--- config.mk ---
export PLATFORM = sky130hd
export DESIGN_NAME = vmsu_seq
export DESIGN_NICKNAME = d
export VERILOG_FILES = /design/src/rtl/vmsu_pkg.sv /design/src/rtl/vmsu_rsp_fifo.sv /design/src/rtl/vmsu_seq.sv
export SDC_FILE = /design/constraint.sdc
export NUM_CORES = 1
export LEC_CHECK = 0
export CORE_ASPECT_RATIO = 1.25
export CORE_MARGIN = 3
export CORE_UTILIZATION = 42
export CTS_CLUSTER_DIAMETER = 50
export DETAILED_ROUTE_END_ITERATION = 8
export PLACE_DENSITY = 0.77
export SYNTH_ARGS = -nofsm -noshare
export SYNTH_HDL_FRONTEND = slang
export SYNTH_HIERARCHICAL = 1
export SYNTH_SLANG_ARGS = --single-unit
--- constraint.sdc ---
create_clock -name wb_clk_i -period 7.8 [get_ports wb_clk_i]
set_clock_uncertainty 0.1 [all_clocks]
set_input_delay 0.78 -clock wb_clk_i [delete_from_list [all_inputs] [get_ports wb_clk_i]]
set_output_delay 0.78 -clock wb_clk_i [all_outputs]
set_load 0.05 [all_outputs]
--- src/rtl/vmsu_pkg.sv ---
// vmsu_pkg: shared types and defaults for the multiplier sequencer and its result FIFO.
package vmsu_pkg;
    localparam int OP_W        = 8;
    localparam int PROD_W      = 16;
    localparam int MUL_LAT_DEF = 2;
    localparam int DEPTH_DEF   = 4;
    typedef enum logic [1:0] {IDLE, WAIT, CAPT} state_e;
endpackage

--- src/rtl/vmsu_rsp_fifo.sv ---
// vmsu_rsp_fifo: power-of-two result FIFO with occupancy count; pops on an empty FIFO are ignored.
module vmsu_rsp_fifo
    import vmsu_pkg::*;
#(
    parameter int DEPTH = DEPTH_DEF
) (
    input  logic              clk_i,
    input  logic              rst_i,
    input  logic              push_i,
    input  logic [PROD_W-1:0] data_i,
    input  logic              pop_i,
    output logic              valid_o,
    output logic [PROD_W-1:0] data_o,
    output logic [3:0]        fill_o
);
    localparam int AW = $clog2(DEPTH);
    logic [PROD_W-1:0] mem_q [DEPTH];
    logic [AW-1:0]     rd_q, wr_q;
    logic [3:0]        cnt_q;
    logic              pop;
    assign valid_o = cnt_q != 4'd0;
    assign pop     = pop_i && valid_o;
    assign fill_o  = cnt_q;
    assign data_o  = valid_o ? mem_q[rd_q] : '0;
    always_ff @(posedge clk_i or posedge rst_i) begin
        if (rst_i) begin
            rd_q  <= '0;
            wr_q  <= '0;
            cnt_q <= '0;
        end else begin
            if (push_i) wr_q <= wr_q + AW'(1);
            if (pop) rd_q <= rd_q + AW'(1);
            cnt_q <= cnt_q + 4'(push_i) - 4'(pop);
        end
    end
    always_ff @(posedge clk_i) begin
        if (push_i) mem_q[wr_q] <= data_i;
    end
endmodule

--- src/rtl/vmsu_seq.sv ---
// vmsu_seq: one-job-in-flight sequencer driving an external fixed-latency multiplier,
// capturing each product into a result FIFO.
module vmsu_seq
    import vmsu_pkg::*;
#(
    parameter int MUL_LAT = MUL_LAT_DEF,
    parameter int DEPTH   = DEPTH_DEF
) (
    input  logic              wb_clk_i,
    input  logic              wb_rst_i,
    input  logic              req_valid,
    output logic              req_ready,
    input  logic [OP_W-1:0]   req_a,
    input  logic [OP_W-1:0]   req_b,
    input  logic              req_ctrl,
    output logic [OP_W-1:0]   mul_a,
    output logic [OP_W-1:0]   mul_b,
    output logic              mul_control,
    input  logic [PROD_W-1:0] mul_p,
    output logic              rsp_valid,
    input  logic              rsp_ready,
    output logic [PROD_W-1:0] rsp_data,
    output logic              busy,
    output logic [3:0]        fill,
    output logic [7:0]        jobs_done
);
    state_e          state_q, state_d;
    logic [3:0]      cnt_q, cnt_d;
    logic [OP_W-1:0] a_q, a_d, b_q, b_d;
    logic            ctrl_q, ctrl_d;
    logic [7:0]      jobs_q, jobs_d;
    logic            push;
    // fill only falls while a job is in flight, so this check alone prevents overflow
    assign req_ready   = (state_q == IDLE) && (fill < 4'(DEPTH));
    assign busy        = state_q != IDLE;
    assign mul_a       = a_q;
    assign mul_b       = b_q;
    assign mul_control = ctrl_q;
    assign jobs_done   = jobs_q;
    always_comb begin
        state_d = state_q;
        cnt_d   = cnt_q;
        a_d     = a_q;
        b_d     = b_q;
        ctrl_d  = ctrl_q;
        jobs_d  = jobs_q;
        push    = 1'b0;
        case (state_q)
            IDLE: if (req_valid && req_ready) begin
                a_d     = req_a;
                b_d     = req_b;
                ctrl_d  = req_ctrl;
                cnt_d   = 4'(MUL_LAT - 1);
                state_d = WAIT;
            end
            WAIT: begin
                state_d = (cnt_q == 4'd0) ? CAPT : WAIT;
                cnt_d   = (cnt_q == 4'd0) ? cnt_q : cnt_q - 4'd1;
            end
            CAPT: begin
                push    = 1'b1;
                jobs_d  = jobs_q + 8'd1;
                state_d = IDLE;
            end
            default: state_d = IDLE;
        endcase
    end
    always_ff @(posedge wb_clk_i or posedge wb_rst_i) begin
        if (wb_rst_i) begin
            state_q <= IDLE;
            cnt_q   <= '0;
            a_q     <= '0;
            b_q     <= '0;
            ctrl_q  <= 1'b0;
            jobs_q  <= '0;
        end else begin
            state_q <= state_d;
            cnt_q   <= cnt_d;
            a_q     <= a_d;
            b_q     <= b_d;
            ctrl_q  <= ctrl_d;
            jobs_q  <= jobs_d;
        end
    end
    vmsu_rsp_fifo #(.DEPTH(DEPTH)) u_fifo (
        .clk_i   (wb_clk_i),
        .rst_i   (wb_rst_i),
        .push_i  (push),
        .data_i  (mul_p),
        .pop_i   (rsp_ready),
        .valid_o (rsp_valid),
        .data_o  (rsp_data),
        .fill_o  (fill)
    );
endmodule

* Word-level counts from Yosys, hierarchy flattened
Memories as Yosys holds them, arrays and structs flattened.
Cells that the tools add are included.
** Word-level totals
- Register bits after elaboration :: 39
- Bits in latches :: 0
- Bits in writable memories :: 64
- Memory bits (read-only) :: 0
- Memories kept :: 1
** Cells by class
- Add/sub/neg operators :: 6
- Multiply operators :: 0
- Div/mod/pow operators :: 0
- Order comparisons :: 1
- Eq/ne operators :: 4
- Shifts and indexed selects :: 0
- Muxes and demuxes :: 10
- Bitwise gates (word level) :: 0
- Reductions and logical operators :: 10
** Memories
- u_fifo.mem_q :: depth 4, bits a word 16, read ports 1, clocked after memory_dff 0, write ports 1, line vmsu_rsp_fifo.sv:17 : logic [PROD_W-1:0] mem_q [DEPTH];
** Operators with widths (count)
- 16-bit two-way mux :: 1
- 8-bit by 1-bit adder with 8-bit output, second input constant :: 1
- 4-bit two-way mux :: 2
- 4-bit one-hot mux with 2 select lines :: 1
- 2-bit by 1-bit adder with 2-bit output, second input constant :: 2
- 4-bit by 1-bit adder with 4-bit output :: 1
- 4-bit logical NOT :: 1
- 4-bit by 3-bit less-than comparator with 1-bit output, second input constant :: 1
- 2-bit two-way mux :: 2
- 2-bit one-hot mux with 2 select lines :: 1
- 2-bit nonzero test :: 2
- 4-bit nonzero test :: 1
- 4-bit by 1-bit subtractor with 4-bit output :: 1
- 4-bit by 1-bit subtractor with 4-bit output, second input constant :: 1
- 1-bit logical AND :: 3
- 1-bit two-way mux :: 3
- 3-bit AND reduction :: 1
- 2-bit by 1-bit equality test with 1-bit output, second input constant :: 1
- 2-bit equality test, second input constant :: 1
- 2-bit logical NOT :: 1
- 2-bit by 1-bit != test with 1-bit output, second input constant :: 1
- 2-bit != test, second input constant :: 1
- 2-bit AND reduction :: 1

* Logic depth before layout (Yosys ltp)
- Word-level depth :: 5
- Gate-level depth with buffers :: 11
- Gate-level depth less buffers :: 10

* Modules after synthesis
The synthesis kept the hierarchy.
** By module, submodules not included
- vmsu_rsp_fifo :: instances 1, cells an instance 147, area an instance 2945.3 sq um, seq. area each 2122.0 sq um
- vmsu_seq :: instances 1, cells an instance 96, area an instance 1355.0 sq um, seq. area each 775.7 sq um

* Worst setup path before layout
No wires, ideal clock.
- Kind :: reg-to-output
- Start point :: reg u_fifo.cnt_q[2] (netlist: u_fifo/fill_o[2])
- End point :: out rsp_data[10]
- Arrival time :: 2.448 ns
- Data required time :: 6.920 ns
- Path slack :: 4.472 ns
- Cell stages (with the launch flop) :: 7
- Cells stage by stage :: dfrtp_1 -> inv_1 -> ha_1 -> or3b_1 -> clkbuf_1 -> clkbuf_1 -> and2_1
** On the way
- Word-level cells in the longest chain between the ends :: 2
** Ends and longest elaborated chain
- start: declaration :: line vmsu_rsp_fifo.sv:19 : logic [3:0] cnt_q;
- start signal: assignment :: line vmsu_rsp_fifo.sv:33 : cnt_q <= cnt_q + 4'(push_i) - 4'(pop);
- 4-bit nonzero test :: line vmsu_rsp_fifo.sv:21 : assign valid_o = cnt_q != 4'd0;
- via rsp_valid :: line vmsu_seq.sv:20 : output logic rsp_valid,
- 16-bit two-way mux :: line vmsu_rsp_fifo.sv:24 : assign data_o = valid_o ? mem_q[rd_q] : '0;
- end: declaration :: line vmsu_seq.sv:22 : output logic [PROD_W-1:0] rsp_data,
The timed path passes the listed nets, and every way through them passes these cells.

* Final worst setup path
- Start point :: reg u_fifo.rd_q[0]
- End point :: out rsp_data[15]
** On the way
- Word-level cells in the longest chain between the ends :: 2
** Ends and longest elaborated chain
- start: declaration :: line vmsu_rsp_fifo.sv:18 : logic [AW-1:0] rd_q, wr_q;
- start signal: assignment :: line vmsu_rsp_fifo.sv:32 : if (pop) rd_q <= rd_q + AW'(1);
- memory 4 x 16 bit
- 16-bit two-way mux :: line vmsu_rsp_fifo.sv:24
No other way between the ends.

==> key figures <==
Run status
  – Status: finished clean

Placed design
  – Placer congestion estimate: between 0.6 and 0.7
  – Port buffer count: 84
  – DP Wirelength: about 5.2 mm

Routing
  – Via count: about 2300
  – WL/cell: ~16 um
  – First DRT Iteration DRCs: 52
  – DR WL met2: 3.589 mm
  – Post-route ant nets: 0
  – DRC Markers: 0
  – Highest metal used: met4
  – Wire length on met3: approximately 590 um
  – DR vias/cell: a little over 5
  – TritonRoute pass-1 iters: 4
  – WL final: between 7 and 8 mm
  – Metal-1 WL: roughly 3.2 mm

Pwr
  – Combinational Power Share: between 40 and 50%
  – Sequential share of power: between 30% and 40%
  – Psw: 977.1 uW
  – LEAKAGE: approximately 0.0021 uW
  – Clock power frac: around 18%
  – PwrDens: 425.6 nW/um^2
  – Worst vdd ir: ~0.00024 V
  – P_int: 1369 uW
  – Switching share of power: 41.65%

GRT
  – Total GRT Usage: around 14%
  – Pin count of the biggest net entering global routing: 32
  – Global-route wire length before repair: around 12 mm
  – Initial antenna violation count: 0
  – Vias in the first global route: 2513
  – Remaining Overflow, GRT: 0

STA
  – Final Setup Violations: 0
  – Slew HR: ~22%
  – Hold Vio Cnt, Final: 0
  – WHS: 0.3779 ns
  – Min cycle time layout: roughly 3.7 ns
  – Worst Tran Pin Value: 1.162 ns
  – Top achievable clock speed: 267.6 MHz
  – Final TNS setup: 0 ns
  – RSZ-0062 raised after global routing: false
  – Period utilisation layout: about 48%
  – Slew Viols, Final: 0

Die
  – DIE AREA: roughly 11000 sq um
  – Total core area: around 10000 sq um
  – Die width: 96.51 um
  – Starting Density: between 40% and 50%
  – Floorplan row count: 40
  – DIE HEIGHT: ~120 um
  – Io pins: 85

Setup path
  – Critical Path RT: between 6 and 7 ns
  – Critical path type: flop to output pin
  – Crit start category: flop
  – Crit end category: output pin
  – CP Data Arrival Time: between 2 and 3 ns
  – Crit path max fanout: 18

Layout
  – Commonest non-fill, non-tap cell in the layout: clkdlybuf4s50_1
  – Commonest cells after routing, fill and taps aside: clkdlybuf4s50_1, edfxtp_1, dfrtp_1, and2_1, inv_1
  – Antenna Cells: 0
  – P&R area growth vs syn: 28.16%
  – Share of layout cells above drive strength 1: around an eighth
  – Final #Nets: 379

Yosys
  – Seq cells post-synth: roughly 100
  – Synth Cell Area: about 4300 sq um
  – Syn avg cell area: ~18 sq um
  – Synth Area in Compound Gates: between 1.5 and 2%
  – Count of different cell masters after synthesis: between 40 and 50
  – Gate Count Post-Synth: between 200 and 250
  – Synth async-reset ratio: 37.86%
  – Largest family of logic cells by synthesized area: multiplexers
  – Ys Warns: 6
  – Register area share after synthesis: about 67%
  – Post-Syn Nets: roughly 300
  – XOR/XNOR Fraction of Synth Area: approximately 2.4%
  – Post-synthesis adder-cell area fraction: 3.666%
  – Simple-gate share of the synthesized area: under 10%
  – Multiplexer share of the synthesized area: between 10% and 20%
  – Post-synth EDFFs: 64
  – Post-synth top flop: edfxtp_1

Clock network
  – Worst skew pair latency: approximately 0.34 ns
  – Clock Tree Buf Depth: 2
  – Post-CTS Resized: 0
  – # Post-CTS Setup Buffers: 0
  – Number of clock sinks: between 100 and 150
  – CTS tree: done
  – Root Buffer: clkbuf_16
  – Clock slew at reported path FFs: approximately 0.06 ns
  – Num CTS Buffers: 9
  – Max H-tree Level: 3
  – Hold-fix buffers, CTS: 0

Min path
  – Hold WC Path Type: flop to flop

Flow run
  – Maximum capacitance violations: 0
## Yosys cell counts, types with 2 or more instances
cell       n  area [sq um]
and2_1    21         131.4
and4b_1    2         20.02
buf_2      2         10.01
buf_6      2         22.52
clkbuf_1   3         11.26
dfrtp_1   39         975.9
edfxtp_1  64          1922
ha_1      11         137.6
inv_1     17         63.81
mux2_2     9         101.4
mux2_4     9         135.1
mux4_1     8         210.2
mux4_2     8         180.2
nand2_1    4         15.01
nand2b_1   2         12.51
nand4_1    4         25.02
nor2_1     2         7.510
nor3_1     2         10.01
o21ai_0    2         10.01
xnor2_1    8         70.07
xor2_1     4         35.03
## final cells by class
cell class | count | area [sq um]
inverters | 17 | 63.81
flip-flops and latches | 103 | 2898
fillers | 771 | 4298
clock buffers | 11 | 232.7
well taps | 126 | 157.7
multi-input cells | 115 | 1275
repair buffers | 84 | 840.8
clock inverters | 5 | 43.79
## per-stage QoR
step           total power [uW]  utilization (%)  cells  cell area, sq um  worst slack (ns)
6_report                   2346            56.19    461              5512             4.063
5_1_grt                    2470            56.19    461              5512             3.945
4_1_cts                    2378            56.19    461              5512             3.998
3_5_place_dp               1950            53.37    445              5235             4.374
3_3_place_gp               1933            53.37    445              5235             4.383
2_1_floorplan              1614                -    243              4300             4.472
## critical path, cell delays in order, from the launching register on
cell and delay [ns]:
dfrtp_1 0.98, mux4_1 0.67, and2_1 0.17, clkdlybuf4s50_1 0.69
## power groups by stage
stage / Combinational, uW / Clock (uW) / Sequential [uW]
CTS: 1140 / 428 / 812
detailed placement: 1130 / 0 / 819
global placement: 1110 / 0 / 818
floorplan: 619 / 0 / 996
finish: 1120 / 413 / 810
global route: 1190 / 448 / 829
## cells by family after synthesis
| logic type | after synthesis |
|---|---|
| mux | 35 |
| flops | 103 |
| fa+ha+maj | 12 |
| compound gates | 9 |
| buf+inv | 25 |
| xor+xnor | 12 |
| simple gates | 47 |
## state kept, by name, indices dropped and copies added (netlist names)
signal / cells
u_fifo/mem_q: 64
cnt_q: 4
u_fifo/fill_o: 4
u_fifo/wr_q: 2
jobs_done: 8
mul_a: 8
mul_control: 1
state_q: 2
u_fifo/rd_q: 2
mul_b: 8
## layer usage
layer,track usage [%],up-vias
met1,16.99,1152
met2,22.54,96
met5,0,-
met4,7.105,0
li1,-,1076
met3,3.853,12
## final timing paths
path | start | depth (start not counted) | end | slack (ns)
min in group asynchronous | wb_rst_i | 2 | u_fifo/fill_o[3]$_DFF_PP0_ | 0.62
max | u_fifo/rd_q[0]$_DFFE_PP0P_ | 3 | rsp_data[15] | 4.06
min reg2reg | jobs_done[7]$_DFFE_PP0P_ | 1 | jobs_done[7]$_DFFE_PP0P_ | 0.38
min | jobs_done[7]$_DFFE_PP0P_ | 1 | jobs_done[7]$_DFFE_PP0P_ | 0.38
max in group asynchronous | wb_rst_i | 2 | jobs_done[5]$_DFFE_PP0P_ | 5.93
max reg2reg | u_fifo/fill_o[2]$_DFF_PP0_ | 10 | u_fifo/fill_o[2]$_DFF_PP0_ | 4.95
Note: power is estimated with default switching activity, not from simulation.
